`src/rtl/req_debounce_latch_if.sv`:
```
// Request-conditioning bus: raw requests and clears in, clean request levels out.
interface req_debounce_latch_if #(
  parameter int N_REQ = 3
);
  logic [N_REQ-1:0] btn_in;
  logic [N_REQ-1:0] clr_in;
  logic [N_REQ-1:0] d_out;
  logic [N_REQ-1:0] stable_lvl;
  logic [N_REQ-1:0] rise_pulse;

  modport master (
    output btn_in,
    output clr_in,
    input  d_out,
    input  stable_lvl,
    input  rise_pulse
  );

  modport slave (
    input  btn_in,
    input  clr_in,
    output d_out,
    output stable_lvl,
    output rise_pulse
  );
endinterface

```
`src/rtl/req_debounce_latch.sv`:
```
// Synchronise, debounce, edge-detect and optionally latch raw request lines
// ahead of the 3-input priority encoder (bit N_REQ-1 is highest priority).
module req_debounce_latch #(
  parameter int N_REQ     = 3,
  parameter int DB_CYCLES = 4,
  parameter int CNT_W     = 3,
  parameter int STICKY    = 1
) (
  input logic                 clk,
  input logic                 rst_n,
  req_debounce_latch_if.slave bus
);

  localparam logic [CNT_W-1:0] CNT_LAST = CNT_W'(DB_CYCLES - 1);

  logic [N_REQ-1:0] sync1;
  logic [N_REQ-1:0] sync2;
  logic [N_REQ-1:0] stable;
  logic [N_REQ-1:0] pend;
  logic [N_REQ-1:0] accept;
  logic [N_REQ-1:0] rise_set;
  logic [N_REQ-1:0] stable_nxt;
  logic [N_REQ-1:0] pend_nxt;
  logic [CNT_W-1:0] cnt [N_REQ];

  // A bit is accepted on the DB_CYCLES-th consecutive edge its sync2 differs.
  always_comb begin
    accept = '0;
    for (int unsigned i = 0; i < N_REQ; i++) begin
      accept[i] = (sync2[i] != stable[i]) && (cnt[i] == CNT_LAST);
    end
  end

  assign rise_set   = accept & sync2;
  assign stable_nxt = (stable & ~accept) | (sync2 & accept);
  // Set has priority over clear when both hit the same edge.
  assign pend_nxt   = rise_set | (pend & ~bus.clr_in);

  always_ff @(posedge clk or negedge rst_n) begin
    if (!rst_n) begin
      sync1          <= '0;
      sync2          <= '0;
      stable         <= '0;
      pend           <= '0;
      bus.rise_pulse <= '0;
      bus.d_out      <= '0;
      for (int unsigned i = 0; i < N_REQ; i++) begin
        cnt[i] <= '0;
      end
    end else begin
      sync1 <= bus.btn_in;
      sync2 <= sync1;
      for (int unsigned i = 0; i < N_REQ; i++) begin
        if ((sync2[i] == stable[i]) || accept[i]) begin
          cnt[i] <= '0;
        end else begin
          cnt[i] <= cnt[i] + 1'b1;
        end
      end
      stable         <= stable_nxt;
      pend           <= pend_nxt;
      bus.rise_pulse <= rise_set;
      bus.d_out      <= (STICKY != 0) ? pend_nxt : stable_nxt;
    end
  end

  assign bus.stable_lvl = stable;

endmodule

```
`src/flat_wrapper.sv`:
```
// flat-port wrapper written by rule: the top's interface ports become plain ports
module req_debounce_latch_flat 
#(
  parameter int N_REQ     = 3,
  parameter int DB_CYCLES = 4,
  parameter int CNT_W     = 3,
  parameter int STICKY    = 1
)
  (clk, rst_n, bus_btn_in, bus_clr_in, bus_d_out, bus_stable_lvl, bus_rise_pulse);
  req_debounce_latch_if #(.N_REQ(N_REQ)) bus_i ();
  input logic clk;
  input logic rst_n;
  input wire logic [$bits(bus_i.btn_in)-1:0] bus_btn_in;
  input wire logic [$bits(bus_i.clr_in)-1:0] bus_clr_in;
  output wire logic [$bits(bus_i.d_out)-1:0] bus_d_out;
  output wire logic [$bits(bus_i.stable_lvl)-1:0] bus_stable_lvl;
  output wire logic [$bits(bus_i.rise_pulse)-1:0] bus_rise_pulse;
  assign bus_i.btn_in = bus_btn_in;
  assign bus_i.clr_in = bus_clr_in;
  assign bus_d_out = bus_i.d_out;
  assign bus_stable_lvl = bus_i.stable_lvl;
  assign bus_rise_pulse = bus_i.rise_pulse;
  req_debounce_latch #(.N_REQ(N_REQ), .DB_CYCLES(DB_CYCLES), .CNT_W(CNT_W), .STICKY(STICKY)) u_core (.clk(clk), .rst_n(rst_n), .bus(bus_i));
endmodule
```
`config.mk`:
```
export PLATFORM = sky130hd
export DESIGN_NAME = req_debounce_latch_flat
export DESIGN_NICKNAME = d
export VERILOG_FILES = /design/src/rtl/req_debounce_latch_if.sv /design/src/rtl/req_debounce_latch.sv /design/src/flat_wrapper.sv
export SDC_FILE = /design/constraint.sdc
export NUM_CORES = 1
export LEC_CHECK = 0
export BUFFER_PORTS_ARGS = -buffer_cell sky130_fd_sc_hd__buf_4
export CAP_MARGIN = 25
export CORE_UTILIZATION = 40
export DETAILED_ROUTE_END_ITERATION = 10
export PLACE_DENSITY = 0.69
export SYNTH_ARGS = -nofsm -noshare
export SYNTH_HDL_FRONTEND = slang
export SYNTH_SLANG_ARGS = --single-unit
```
`constraint.sdc`:
```
create_clock -name clk -period 3.1 [get_ports clk]
set_clock_uncertainty 0.2 [all_clocks]
set_input_delay 0.465 -clock clk [delete_from_list [all_inputs] [get_ports clk]]
set_output_delay 0.465 -clock clk [all_outputs]
set_load 0.01 [all_outputs]
```
Word-level counts from Yosys, hierarchy flattened --
Cells that the tools add are included.
Operators by class: $add $sub $neg 3, equality and inequality tests 9, multiply operators 0, multiplexer cells 3, order comparisons 0, div/mod/pow operators 0, bitwise gates (word level) 7, shifts and indexed selects 0, reduce and logical (&&, ||, !) cells 6
Operators with widths (count):
- $add 3x1->3 const B | 3
- $and 3x3->3 | 3
- $eq 3x2->1 const B | 3
- $mux 3 | 3
- $not 3->3 | 2
- $or 3x3->3 | 2
- $eq 1x1->1 | 3
- $logic_and 1x1->1 | 3
- $logic_or 1x1->1 | 3
- $ne 1x1->1 | 3
Word-level totals: register bits after elaboration 24, ROM bits 0, output and inout bits 9, logic and storage cells 36, bits in writable memories 0, latch bits 0, memories 0, bits of input ports 8

Logic depth before layout (Yosys ltp) --
Gate-level depths: netlist of run 1.
depth after elaboration 5, depth in mapped cells 4, mapped depth without buffers 4

Worst setup path before layout of run 1 --
No wires, ideal clock.
path type flip-flop to flip-flop, start register u_core.cnt[6] (netlist name), end register u_core.bus.d_out[0], data arrival time 1.081 ns, setup slack 1.701 ns, data required time 2.782 ns, path buffers 0, clock period less this slack 1.399 ns, setup time 0.118 ns, cell stages (with the launch flop) 5, cell sequence dfrtp_1 ha_1 ha_1 and3b_1 a21o_1
On the way: word-level cells in the longest chain between the ends 4
RTL lines:
- start: declaration | RTL line req_debounce_latch.sv:24 | logic [CNT_W-1:0] cnt [N_REQ];
- start signal: indexed assignment | RTL line req_debounce_latch.sv:57 | cnt[i] <= cnt[i] + 1'b1;
- $eq 3x2->1 | RTL line req_debounce_latch.sv:30 | accept[i] = (sync2[i] != stable[i]) && (cnt[i] == CNT_LAST);
- $logic_and 1x1->1 | RTL line req_debounce_latch.sv:30
- $and 3x3->3 | RTL line req_debounce_latch.sv:34 | assign rise_set = accept & sync2;
- net u_core.rise_set[0] | RTL line req_debounce_latch.sv:21 | logic [N_REQ-1:0] rise_set;
- $or 3x3->3 | RTL line req_debounce_latch.sv:37 | assign pend_nxt = rise_set | (pend & ~bus.clr_in);
- net u_core.pend_nxt[0] | RTL line req_debounce_latch.sv:23 | logic [N_REQ-1:0] pend_nxt;
- end signal: assignment | RTL line req_debounce_latch.sv:63 | bus.d_out <= (STICKY != 0) ? pend_nxt : stable_nxt;
- end: declaration | RTL line req_debounce_latch_if.sv:22 | output d_out,
The timed path passes the listed nets, and every way through them passes these cells.

==> flow_metrics.tcl, run 1 <==
set metrics [dict create \
    maxSlewHeadroom 0.795 \
    synth_fp_nets 75 \
    grt_pass1_wl_um 2080 \
    antenna_found_initial 0 \
    crit_arrival_ns 0.94 \
    tightest_slew_ns 0.305 \
    vias_per_cell 4.61 \
    ys_seq_area_frac 0.699 \
    grt_pass1_vias 511 \
    core_area_mm2 0.00198 \
    track_usage 0.121 \
    setup_viol_count_final 0 \
    crit_buf_inv 1 \
    n_antenna_cell 0 \
    grt_overflow 0 \
    ys_ff_latch 24 \
    port_buffers 16 \
    die-area_mm2 0.00234 \
    avgRoutedWirePerCell_um 10.7 \
    post_cts_resized 0 \
    cts_tree "yes" \
    synth.avg_cell_area_um2 14.1 \
    root_buffer "clkbuf_4" \
    ant_nets 0 \
    clock.fmax_ghz 0.625 \
    ys_warn_count 0 \
    peakVddDrop_mv 0.343 \
    worstPathMaxFanout 5 \
    worstPathRequired_ns 2.43 \
    synth_cells 61 \
    synthToLayoutAreaGrowth_pct 25.2 \
    crit_family "flip-flops" \
    finalWirelength_um 1160 \
    period_minus_slack_ns 1.60 \
    post_cts_buffers 0 \
    clkSinkCount 24 \
    firstDrtPassIters 2 \
    path_class "flip-flop to output port" \
    final_layout_size_suffix_gt1_frac 0.280 \
    total_leakage_power_nw 0.544 \
    p_per_area_mw_per_mm2 805 \
    drv_slew 0 \
    cts_made_buffers 3 \
    crit_cells 1 \
    dp_hpwl_um 840 \
    drc 0 \
    htreeDepth 1 \
    whs_ns 0.0415 \
    endpoint_kind "output port" \
    die_y_um 48.4 \
    clkTransAtPathRegs_ns 0.13 \
    hold_depth 1 \
    initial_utilization 0.434 \
    period_share 0.516 \
    seqCellArea_um2 601 \
    maxCapViolCount 0 \
    clock_tree.buffer_depth 2 \
    fill_cells 179 \
    die-width_um 48.4 \
    fin_nets 97 \
    postCtsHoldBufs 1 \
    crit_chain "buf_4" \
    reg2reg_depth 4 \
    syn_area_um2 860 \
    first_iter_violations 2 \
    hp-class "primary input to flip-flop" \
    slowest_delay_ns 0.45 \
    vias 503 \
    grt_setup_unrepaired "false" \
    row_count 16 \
    outcome "complete, no violations" \
    gp_congestion 0.733 \
    cp-start-kind "flip-flop" \
    cp_slowest_cell "dfrtp_1" \
    setup_tns_ns 0 \
    timing.final.hold_violations 0 \
    ios 17 \
    synth.distinct_cells 14 \
    grt_max_degree 25 \
    clock_latency_ns 0.32 \
    multiInputGateArea_um2 229 \
]
==> worst paths after layout <==
| path | from | to | slack [ns] |
|---|---|---|---|
| min in group asynchronous | rst_n | u_core.cnt[8] | 0.36 |
| hold reg to reg | u_core.sync1[1] | u_core.sync2[1] | 0.17 |
| max in group asynchronous | rst_n | u_core.sync2[2] | 2.12 |
| setup reg to reg | u_core.cnt[6] | u_core.bus.d_out[0] | 1.62 |
| setup / recovery | flip-flop | bus_stable_lvl[2] | 1.50 |
| hold / removal | bus_btn_in[0] | u_core.sync1[0] | 0.04 |
==> final cells by class <==
type	instances	share of cell area
clock inverter	1	0.0279
inverter	8	0.0279
timing repair buffer	17	0.121
multi-input combinational	29	0.213
tap	27	0.0314
sequential	24	0.558
clock buffer	3	0.0209
==> layer usage <==
| metal | wire length [um] | up-vias | track usage |
|---|---|---|---|
| met5 | 0 | - | 0 |
| met1 | 508 | 240 | 0.134 |
| met3 | 63 | 4 | 0.0314 |
| met2 | 558 | 15 | 0.200 |
| met4 | 30 | 0 | 0.0882 |
| li1 | - | 244 | - |
==> cells in the final DEF, fill, tap and decap left out, drive strengths merged <==
master and count:
bufinv 1, o22ai 2, inv 8, dlygate4sd3 1, o21ai 2, a21o 1
nor3 6, nor2 2, mux2 1, and3b 1, ha 6, clkbuf 3
buf 16, dfrtp 24, nor3b 3, nand2 2, xnor2 3
==> cell usage after synthesis, drive strengths merged <==
library cell / instances / area (um2)
a21o: 1 / 7.51
o21ai: 2 / 10.0
and3b: 1 / 8.76
nor2: 2 / 7.51
ha: 6 / 75.1
mux2: 1 / 11.3
nor3: 6 / 30.0
dfrtp: 24 / 601
nand2: 2 / 7.51
nor3b: 3 / 32.5
o22ai: 2 / 12.5
xnor2: 3 / 26.3
inv: 8 / 30.0
==> report_power, final <==
group	internal (mW)	switching, mW	total, mW
logic	0.115	0.0957	0.211
clock network	0.131	0.0942	0.225
registers	0.385	0.0452	0.430
==> cells by family (layout without fill, tap and decap cells) <==
logic type,Yosys count,after routing,share of synthesized area
buf+inv,8,29,0.0349
simple gates,14,14,0.100
xor+xnor,3,3,0.0306
mux,1,1,0.0131
fa+ha+maj,6,6,0.0873
compound gates,5,5,0.0349
flops,24,24,0.699
==> metrics by stage <==
stage | setup slack, ns | cells | util | power [mW] | cell area (um2)
finish | 1.50 | 109 | 0.543 | 0.866 | 1080
CTS | 1.49 | 109 | 0.543 | 0.879 | 1080
global placement | 1.68 | 104 | 0.511 | 0.639 | 1010
detailed placement | 1.62 | 104 | 0.511 | 0.654 | 1010
floorplan | 1.70 | 61 | - | 0.565 | 860
global route | 1.44 | 109 | 0.543 | 0.930 | 1080
No activity file was read; power rests on OpenSTA's default activity.
==> run 2: changes to the inputs <==
- ABC_AREA: unset -> 1
- PLACE_DENSITY: 0.69 -> 0.71
- clock period: 3.1 -> 1.4 ns (I/O delays scaled with it)
==> run 2 against run 1 <==
  * Critical path depth did not move
  * Final area rose by 9.7%
  * Utilization rose by 4.1 points
  * Count of clock-buffer cells in the layout rose by 1
  * Combinational power rose to 2.7 times the previous value
  * Routed wire length rose by 5.9%
  * Synthesized cell count rose by 28%
  * Worst hold slack improved by 0.066 ns
  * Flip-flop and latch count did not move
  * Synthesized area rose by 3.9%
  * Critical path type unchanged
  * First-iteration DRC count rose to 4.5 times the previous value
==> flow_metrics.tcl, run 2 <==
set metrics [dict create \
    die_y_um 49.3 \
    synth_cells 78 \
    p_per_area_mw_per_mm2 1610 \
    crit_family "flip-flops" \
    ys.flop_type "dfrtp_1" \
    root_buffer "clkbuf_4" \
    vias_per_cell 4.30 \
    r2r_end "u_core.cnt[1]" \
    endpoint_kind "output port" \
    synth.area.top_cells "dfrtp_1 67%, ha_1 8.4%, inv_1 6.7%" \
    vias 576 \
    final_cell_mix "23 x dfrtp_1, 18 x buf_4, 16 x inv_1, 10 x nor2_1, 7 x dlygate4sd3_1" \
    synthToLayoutAreaGrowth_pct 32.1 \
    core_area_mm2 0.00202 \
    slowest_delay_ns 0.45 \
    avgRoutedWirePerCell_um 9.17 \
    setup_viol_count_final 0 \
    synth_fp_nets 92 \
    yosysMostFrequentCell "dfrtp_1" \
    final_layout_size_suffix_gt1_frac 0.327 \
    clkSinkCount 24 \
    drc 0 \
    port_buffers 16 \
    die-area_mm2 0.00243 \
    ys_seq_area_frac 0.672 \
    grt_pass1_vias 564 \
    r2r_slack_ns 0.07 \
    synthDominantCellAreaShare 0.672 \
    synth_edf_count 0 \
    crit_arrival_ns 0.93 \
    maxCapViolCount 0 \
    synth_common_cells "24 x dfrtp_1, 16 x inv_1, 12 x nor2_1, 6 x ha_1, 6 x nand2_1" \
    fin_nets 122 \
    crit_cells 1 \
    mostFrequentLayoutCell "dfrtp_1" \
    syn_area_um2 893 \
    grt_overflow 0 \
    total_leakage_power_nw 0.613 \
    ios 17 \
    n_antenna_cell 0 \
    clkTransAtPathRegs_ns 0.13 \
    grt_setup_unrepaired "false" \
    async_flop_share 1.00 \
    outcome "complete, no violations" \
    initial_utilization 0.442 \
    reg2reg_depth 5 \
    dp_hpwl_um 828 \
    timing.final.hold_violations 0 \
    r2r-start "u_core.cnt[0]" \
    worstPathMaxFanout 5 \
    ys_warn_count 0 \
    path_class "flip-flop to output port" \
    cts_made_buffers 3 \
    power_mw 1.90 \
    drv_slew 0 \
    firstDrtPassIters 2 \
    finalWirelength_um 1230 \
    period_minus_slack_ns 1.34 \
    finalNonFillerCells 134 \
    synth.distinct_cells 10 \
    grt_pass1_wl_um 2260 \
    htreeDepth 1 \
    maxSlewHeadroom 0.811 \
    grt_max_degree 25 \
    cp-start-kind "flip-flop" \
    setup_tns_ns 0 \
    clock.fmax_ghz 0.747 \
    ys_ff_latch 24 \
    track_usage 0.127 \
    crit_buf_inv 1 \
    dp.cells 121 \
    tightest_slew_ns 0.284 \
    hp-class "primary input to async pin" \
    synth.avg_cell_area_um2 11.5 \
    period_share 0.957 \
    worstPathRequired_ns 0.99 \
    row_count 16 \
    die-width_um 49.3 \
    gp_congestion 0.694 \
    crit_chain "buf_4" \
    peakVddDrop_mv 0.837 \
    antenna_found_initial 0 \
    clock_tree.buffer_depth 2 \
    first_iter_violations 9 \
    ant_nets 0 \
    yosys.area.top_type "dfrtp_1" \
    cts_tree "yes" \
    clock_latency_ns 0.31 \
    cp_slowest_cell "dfrtp_1" \
]
run 2: cell type report:
| class | instances | area (um2) |
|---|---|---|
| Multi-Input combinational cell | 36 | 235 |
| Tap cell | 27 | 33.8 |
| Fill cell | 173 | 842 |
| Timing Repair Buffer | 25 | 205 |
| Inverter | 18 | 67.6 |
| Sequential cell | 24 | 602 |
| Clock buffer | 4 | 36.3 |
run 2: where the power goes:
| group | internal [mW] | switching [mW] | total [mW] |
|---|---|---|---|
| clock network | 0.159 | 0.203 | 0.362 |
| logic | 0.284 | 0.289 | 0.573 |
| registers | 0.864 | 0.105 | 0.969 |
run 2: what timing repair did:
action                                 CTS  global route
hold buffers                             7             0
setup endpoints to repair                0             6
resized for setup                        0             5
endpoints found under the hold margin   30             0
buffers inserted                         0             2
run 2: metal layers:
layer	share of wire	track usage	up-vias
li1	-	-	294
met1	0.46	0.144	264
met3	0.036	0.0280	3
met5	0	0	-
met4	0.024	0.0882	0
met2	0.48	0.212	15
run 2: metrics by stage:
stage / utilization / hold WS [ns] / area, um2 / setup WS [ns]
after detailed placement: 0.518 / -0.0770 / 1050 / 0.0938
final: 0.584 / 0.107 / 1180 / 0.0606
after CTS: 0.571 / 0.115 / 1150 / 0.0441
after global routing: 0.584 / 0.117 / 1180 / 0.00427
after floorplan: - / -0.286 / 893 / 0.175
after global placement: 0.518 / -0.0815 / 1050 / 0.118
run 2: how the worst max path moves through the flow:
stage                     slack (ns)           from                end
final                           0.06      flip-flop  bus_stable_lvl[0]
after global routing           0.004  u_core.cnt[0]      u_core.cnt[1]
after CTS                       0.04      flip-flop  bus_stable_lvl[0]
after detailed placement        0.09  u_core.cnt[0]      u_core.cnt[1]
after global placement          0.12  u_core.cnt[6]      u_core.cnt[6]
after floorplan                 0.17  u_core.cnt[0]          flip-flop
run 2: cell families after synthesis:
logic type	count (synthesis)	share of synthesized area
buffers and inverters	18	0.0756
flip-flops	24	0.672
AND/OR/NAND/NOR	24	0.130
adder cells (fa/ha/maj)	6	0.0840
AO/OA/AOI/OAI	6	0.0378
